## config.mk

```make
export PLATFORM = sky130hd
export DESIGN_NAME = mobile_transmitter
export DESIGN_NICKNAME = d
export VERILOG_FILES = /design/src/rtl/mobile_transmitter.sv
export SDC_FILE = /design/constraint.sdc
export NUM_CORES = 1
export LEC_CHECK = 0
export BUFFER_PORTS_ARGS = -buffer_cell sky130_fd_sc_hd__buf_2
export CAP_MARGIN = 20
export CORE_MARGIN = 5
export CORE_UTILIZATION = 45
export CTS_CLUSTER_DIAMETER = 50
export CTS_CLUSTER_SIZE = 8
export DETAILED_ROUTE_END_ITERATION = 16
export PLACE_DENSITY = 0.68
export SETUP_SLACK_MARGIN = 0.2
export SYNTH_ARGS = -nofsm -noshare
export SYNTH_HDL_FRONTEND = slang
export SYNTH_SLANG_ARGS = --single-unit
```

## constraint.sdc

```tcl
create_clock -name clk_i -period 3.6 [get_ports clk_i]
set_input_delay 0.36 -clock clk_i [delete_from_list [all_inputs] [get_ports clk_i]]
set_output_delay 0.36 -clock clk_i [all_outputs]
set_load 0.01 [all_outputs]
```

## src/rtl/mobile_transmitter.sv

```systemverilog
`default_nettype none
// ============================================================================
// Module   : mobile_transmitter
// Brief    : 8N1 UART transmitter fed by a small byte FIFO. Bytes written by
//            the CPU are queued and shifted out LSB first at a fixed baud
//            derived from the system clock. Back-to-back frames are sent
//            with no idle gap between the stop bit and the next start bit.
// Revision : 1.0 - initial release
// ============================================================================
module mobile_transmitter #(
  parameter int CLKS_PER_BIT = 5208,
  parameter int FIFO_DEPTH   = 4
) (
  input  logic       clk_i,
  input  logic       rst_ni,
  input  logic       wr_en_i,
  input  logic [7:0] wr_data_i,
  output logic       full_o,
  output logic       busy_o,
  output logic       overflow_o,
  output logic       tx_o
);

  localparam int AW = $clog2(FIFO_DEPTH);
  localparam int CW = AW + 1;
  localparam logic [15:0]   c_baud_last = 16'(CLKS_PER_BIT - 1);
  localparam logic [CW-1:0] c_depth     = CW'(FIFO_DEPTH);
  localparam logic [AW-1:0] c_ptr_one   = AW'(1);

  typedef enum logic [1:0] {
    S_IDLE  = 2'd0,
    S_START = 2'd1,
    S_DATA  = 2'd2,
    S_STOP  = 2'd3
  } state_t;

  logic [7:0]    mem_q [FIFO_DEPTH];
  logic [AW-1:0] wptr_q, rptr_q;
  logic [CW-1:0] count_q, count_d;
  state_t        state_q;
  logic [15:0]   baud_q;
  logic [2:0]    bit_q;
  logic [7:0]    shift_q;
  logic          tx_q;
  logic          ovf_q;

  logic w_bit_end, w_empty, w_full, w_push, w_pop;

  // FIFO status and handshakes; full is judged on the registered count,
  // so a write while full is dropped even if a pop frees a slot this cycle.
  always_comb begin
    w_bit_end = (baud_q == c_baud_last);
    w_empty   = (count_q == '0);
    w_full    = (count_q == c_depth);
    w_push    = wr_en_i && !w_full;
    w_pop     = !w_empty && ((state_q == S_IDLE) ||
                             ((state_q == S_STOP) && w_bit_end));
    count_d   = count_q + {{(CW-1){1'b0}}, w_push} - {{(CW-1){1'b0}}, w_pop};
  end

  // Byte storage; contents need no reset because the count guards reads.
  always_ff @(posedge clk_i) begin
    if (w_push) begin
      mem_q[wptr_q] <= wr_data_i;
    end
  end

  // FIFO pointers, occupancy and the one-cycle overflow pulse.
  always_ff @(posedge clk_i or negedge rst_ni) begin
    if (!rst_ni) begin
      wptr_q  <= '0;
      rptr_q  <= '0;
      count_q <= '0;
      ovf_q   <= 1'b0;
    end else begin
      if (w_push) wptr_q <= wptr_q + c_ptr_one;
      if (w_pop)  rptr_q <= rptr_q + c_ptr_one;
      count_q <= count_d;
      ovf_q   <= wr_en_i && w_full;
    end
  end

  // Frame sequencer; tx is loaded with the level of the state being entered
  // so the line changes exactly on the bit boundary and comes from a flop.
  always_ff @(posedge clk_i or negedge rst_ni) begin
    if (!rst_ni) begin
      state_q <= S_IDLE;
      baud_q  <= '0;
      bit_q   <= '0;
      shift_q <= '0;
      tx_q    <= 1'b1;
    end else begin
      case (state_q)
        S_IDLE: begin
          tx_q <= 1'b1;
          if (w_pop) begin
            shift_q <= mem_q[rptr_q];
            baud_q  <= '0;
            state_q <= S_START;
            tx_q    <= 1'b0;
          end
        end
        S_START: begin
          if (w_bit_end) begin
            baud_q  <= '0;
            bit_q   <= '0;
            state_q <= S_DATA;
            tx_q    <= shift_q[0];
          end else begin
            baud_q <= baud_q + 16'd1;
          end
        end
        S_DATA: begin
          if (w_bit_end) begin
            baud_q  <= '0;
            shift_q <= {1'b0, shift_q[7:1]};
            if (bit_q == 3'd7) begin
              state_q <= S_STOP;
              tx_q    <= 1'b1;
            end else begin
              bit_q <= bit_q + 3'd1;
              tx_q  <= shift_q[1];
            end
          end else begin
            baud_q <= baud_q + 16'd1;
          end
        end
        S_STOP: begin
          if (w_bit_end) begin
            baud_q <= '0;
            if (w_pop) begin
              shift_q <= mem_q[rptr_q];
              state_q <= S_START;
              tx_q    <= 1'b0;
            end else begin
              state_q <= S_IDLE;
              tx_q    <= 1'b1;
            end
          end else begin
            baud_q <= baud_q + 16'd1;
          end
        end
        default: begin
          state_q <= S_IDLE;
          tx_q    <= 1'b1;
        end
      endcase
    end
  end

  assign full_o     = w_full;
  assign busy_o     = (state_q != S_IDLE) || !w_empty;
  assign overflow_o = ovf_q;
  assign tx_o       = tx_q;

endmodule
`default_nettype wire

```

Word level (Yosys, flattened, before mapping):

Memories as Yosys holds them, arrays and structs flattened.
Index checks and enable logic that the tools add are counted.

* word-level logic and storage cells: 72
* input bits: 11
* memories: 1
* output and inout bits: 4
* bits in registers: 38
* RAM bits: 32

* mux-type cells: 26
* eq/ne operators: 12
* add/subtract/negate cells: 6
* reductions and logical operators: 18

Memories
* mem_q: words 4, width 8, rd ports 1, clocked after Yosys merged registers in 0, wr ports 1, line 37 `logic [7:0] mem_q [FIFO_DEPTH];`

Operators with widths (number)
* 16-bit 2-to-1 mux: 2
* 16-bit case mux with 2 select lines: 1
* 8-bit 2-to-1 mux: 3
* 8-bit case mux with 3 select lines: 1
* 16-bit by 1-bit adder with 16-bit output, second input constant: 1
* 16-bit by 13-bit equality test with 1-bit output, second input constant: 1
* 2-bit != test, second input constant: 6
* 2-bit 2-to-1 mux: 5
* 3-bit 2-to-1 mux: 3
* 1-bit 2-to-1 mux: 8
* 2-bit case mux with 4 select lines: 1
* 3-bit equality test, second input constant: 2
* 3-bit case mux with 2 select lines: 1
* 3-bit AND reduction: 2
* 5-bit AND reduction: 1
* 2-bit by 1-bit adder with 2-bit output, second input constant: 2
* 2-bit equality test, second input constant: 2
* 1-bit logical AND: 4
* 1-bit case mux with 4 select lines: 1
* 4-bit AND reduction: 1
* 2-bit nonzero test: 2
* 3-bit by 1-bit adder with 3-bit output: 1
* 3-bit by 1-bit adder with 3-bit output, second input constant: 1
* 3-bit logical NOT: 1
* 7 further kinds: 9

Depth between registers and ports, before layout:

* depth in word-level cells: 7
* depth in mapped cells: 12
* mapped depth without buffers: 11

Least setup slack after synthesis:

No wires, ideal clock.

* path kind: reg-to-reg
* start point: register baud_q[0]
* end point: register count_q[2]
* clock period less this slack: 2.473 ns
* library setup time: 0.124 ns
* data required time: 3.476 ns
* arrival time: 2.349 ns
* setup slack: 1.127 ns
* buffers on the path: 1
* stages on the path, launching flop included: 13
* path through: dfrtp_1 > ha_1 > and4bb_2 > and4_1 > buf_4 > a21oi_1 > nor2b_1 > xor2_1 > ha_1 > inv_1 > fa_1 > xnor2_1 > xnor2_1

* longest elaborated chain between the ends: 5

Ends and longest elaborated chain
* start: declaration: line 41 `logic [15:0] baud_q;`
* start signal: assignment: line 110 `baud_q <= baud_q + 16'd1;`
* start signal: assignment: line 125 `baud_q <= baud_q + 16'd1;`
* start signal: assignment: line 140 `baud_q <= baud_q + 16'd1;`
* 16-bit by 13-bit equality test with 1-bit output: line 52 `w_bit_end = (baud_q == c_baud_last);`
* 1-bit logical AND: line 57 `((state_q == S_STOP) && w_bit_end));`
* 1-bit logical OR: line 56 `w_pop = !w_empty && ((state_q == S_IDLE) ||`
* 1-bit logical AND: line 56
* 3-bit by 1-bit subtractor with 3-bit output: line 58 `count_d = count_q + {{(CW-1){1'b0}}, w_push} - {{(CW-1){1'b0}}, w_pop};`
* named net count_d[2]: line 39 `logic [CW-1:0] count_q, count_d;`
* end signal: assignment: line 78 `count_q <= count_d;`
* end: declaration: line 39

The timed path passes the listed nets, and every way through them passes these cells.
A chain may end at the register's enable or synchronous reset.

Worst setup path after layout:

* start point: register state_q[0]
* end point: output busy_o

* longest elaborated chain between the ends: 2

Ends and longest elaborated chain
* start: declaration: line 40 `state_t state_q;`
* start signal: assignment: line 87 `state_q <= S_IDLE;`
* start signal: assignment: line 99 `state_q <= S_START;`
* start signal: assignment: line 107 `state_q <= S_DATA;`
* 2-bit nonzero test: line 152 `assign busy_o = (state_q != S_IDLE) || !w_empty;`
* 1-bit logical OR: line 152
* end: declaration: line 19 `output logic busy_o,`

No other way between the ends.

==> flow_metrics.tcl <==
set metrics [dict create \
    critPathTopFamily "simple AND/OR/NAND/NOR gates" \
    ant_nets 0 \
    synthFlopType "dfrtp_1" \
    min_period_ns 2.72 \
    dp_slack_ns 0.991 \
    peakVddDrop_mv 0.449 \
    rsz0062_at_grt "no" \
    critPathKind "register to primary output" \
    vias_per_cell 5.22 \
    worstHoldPathType "input port to asynchronous set/reset pin" \
    ys_async_sr_fraction_pct 54.3 \
    worstPathArrival_ns 2.36 \
    slew_headroom_pct 43.9 \
    drive_gt1_share_pct 21.3 \
    grt_usage_pct 13.8 \
    antenna_found_initial 0 \
    die_w_um 96.2 \
    yosysTopAreaCell "edfxtp_1" \
    grt_pass1_wl_um 9560 \
    combPwrFrac_pct 35.4 \
    postCtsSetupBuffers 0 \
    intPower_mw 1.92 \
    setup_viol 0 \
    crit_buf_inv 3 \
    stdcell_area_um2 3710 \
    power.density_nw_per_um2 774 \
    grt_pass1_vias 1947 \
    crit_top_cell "inv_1" \
    dieArea_um2 9260 \
    p_leak_nw 1.54 \
    syn-cell-area_um2 3350 \
    grt_max_degree 39 \
    grt.overflow.total 0 \
    post_cts_resized 0 \
    initial_core_util_pct 46.1 \
    startpoint_type "register" \
    clockBufferDepth 2 \
    vias 1963 \
    fin_util_pct 51.2 \
    required_ns 3.24 \
    slew_viol_final 0 \
    max_slew.worst_pin.slew_ns 0.842 \
    path_cells "inv_1 > ha_1 > nor4b_2 > inv_1 > buf_2" \
    drt_iter0_markers 132 \
    drc 0 \
    area_growth_syn_to_layout_pct 10.9 \
    seqPwrFrac_pct 42.5 \
    drv_cap 0 \
    clock-sinks 70 \
    fin_skew_ns 0.0143 \
    cts_made_buffers 9 \
    synth_edf_count 32 \
    std_cell_rows 31 \
    synth_common_cells "dfrtp_1 (37), edfxtp_1 (32), nand2_1 (17)" \
    synth.yosys.seq_area_share_pct 57.2 \
    ys_top_cells_by_area "edfxtp_1 (29%), dfrtp_1 (28%), mux4_2 (5.4%)" \
    switchingPower_mw 0.957 \
    yosys_warnings 0 \
    postCtsHoldBufs 0 \
    fin_ws_ns 0.885 \
    tns_ns 0 \
    diodes 0 \
    synth_cell_types 46 \
    synth_top_area_share_pct 28.7 \
    pin_count 15 \
    status "finished clean" \
    slowest_delay_ns 0.71 \
    wirelength_um 5470 \
    ys_ff_latch 70 \
    period_share_pct 75.4 \
    clkLatencyLatePin_ns 0.34 \
    cts.htree.levels 3 \
    path_clk_slew_ns 0.08 \
    firstDrtPassIters 4 \
    worst_setup_path_end_kind "primary output" \
    sw_frac_of_total_pct 33.3 \
    fmax_mhz 368 \
    clockPowerShare_pct 22.1 \
    place.gp.congestion 0.810 \
    synth_nets 280 \
    fin_nets 298 \
    hold_viol_final 0 \
    wl_per_cell_um 14.5 \
    cts_tree "done" \
    portBuffers 14 \
    synth.most_common_cell "dfrtp_1" \
    die_h_um 96.2 \
    syn_area_per_cell_um2 13.2 \
    place_area_um2 3510 \
    cp_max_fo 10 \
    postSynthCellCount 254 \
    placeableCoreArea_um2 7250 \
    crit_path_top_delay_cell "nor4b_2" \
    cts_root_buffer "clkbuf_8" \
    dp_hpwl_um 3930 \
]
[worst register-to-register path, cell delays in order (launching register included)]
cell      delay [ns]
dfrtp_1         0.39
ha_1            0.28
and4bb_2        0.25
and4_1          0.20
a21oi_1         0.09
nor2b_1         0.24
xor2_1          0.18
ha_1            0.16
inv_1           0.04
fa_1            0.38
xnor2_1         0.19
xnor2_1         0.13
[power by group through the flow]
stage	Combinational (mW)	Clock, mW	Sequential [mW]
after floorplan	0.895	0	1.16
after global placement	1.01	0	1.23
after detailed placement	1.03	0	1.24
after CTS	1.04	0.657	1.23
after global routing	1.14	0.695	1.26
final	1.02	0.636	1.22
[final cells by class]
type / count / area [um^2]
Tap cell: 99 / 124
Clock buffer: 9 / 124
Sequential cell: 70 / 1910
Clock inverter: 7 / 80.1
Inverter: 9 / 33.8
Fill cell: 627 / 3540
Multi-Input combinational cell: 166 / 1350
Timing Repair Buffer: 16 / 85.1
[kinds of logic (layout without fill, tap and decap cells)]
family / Yosys count / after routing / share of synthesized area (%)
mux: 27 / 27 / 12.4
compound gates: 29 / 29 / 4.97
fa+ha+maj: 15 / 15 / 5.83
xor+xnor: 13 / 13 / 3.40
buf+inv: 18 / 41 / 2.43
flops: 70 / 70 / 57.2
simple gates: 82 / 82 / 13.8
[path summary, 6_finish.rpt]
kind	startpoint	end	slack, ns	cells after the start
max	state_q[0]	busy_o	0.88	5
min	rst_ni	baud_q[10]	0.11	1
max reg2reg	baud_q[0]	count_q[2]	0.99	11
min reg2reg	shift_q[4]	shift_q[4]	0.52	1
max in group asynchronous	rst_ni	bit_q[2]	2.94	1
min in group clk_i	wr_data_i[6]	mem_q[0][6]	0.23	1
[per-stage QoR]
step	cells	hold slack, ns	power, mW
finish	376	0.112	2.87
global route	376	0.169	3.10
CTS	376	0.136	2.92
detailed placement	360	0.492	2.28
global placement	360	0.493	2.24
floorplan	254	0.0644	2.06
[metal layers]
layer / track usage, % / share of wire, %
met1: 18.4 / 47
met2: 20.9 / 48
met3: 3.36 / 3.0
met4: 6.75 / 1.5
met5: 0 / 0
[placed cells by master (no fill, tap or decap), types with 2 or more instances in the layout]
cell type / instances
dfrtp_1: 37
edfxtp_1: 32
nand2_1: 17
nor2_1: 15
ha_1: 14
buf_2: 14
o21ai_0: 13
nand3_1: 11
a21oi_1: 10
inv_1: 9
clkbuf_8: 9
mux4_2: 8
xnor2_1: 7
mux2_4: 7
mux2_2: 7
xor2_1: 6
and2_1: 5
and3_1: 5
nor3_1: 5
mux2i_1: 4
nor2b_1: 3
or3_1: 3
nor3b_1: 2
nor4b_2: 2
and3b_1: 2
nand4_1: 2
nor4_1: 2
inv_6: 2
buf_4: 2
[state kept, by name, summed over array words and instances (netlist names)]
name        cells
shift_q         8
rptr_q          2
count_q         3
bit_q           3
mem_q          32
baud_q         16
state_q         2
wptr_q          2
tx_o            1
overflow_o      1
No activity file was read; power rests on OpenSTA's default activity.
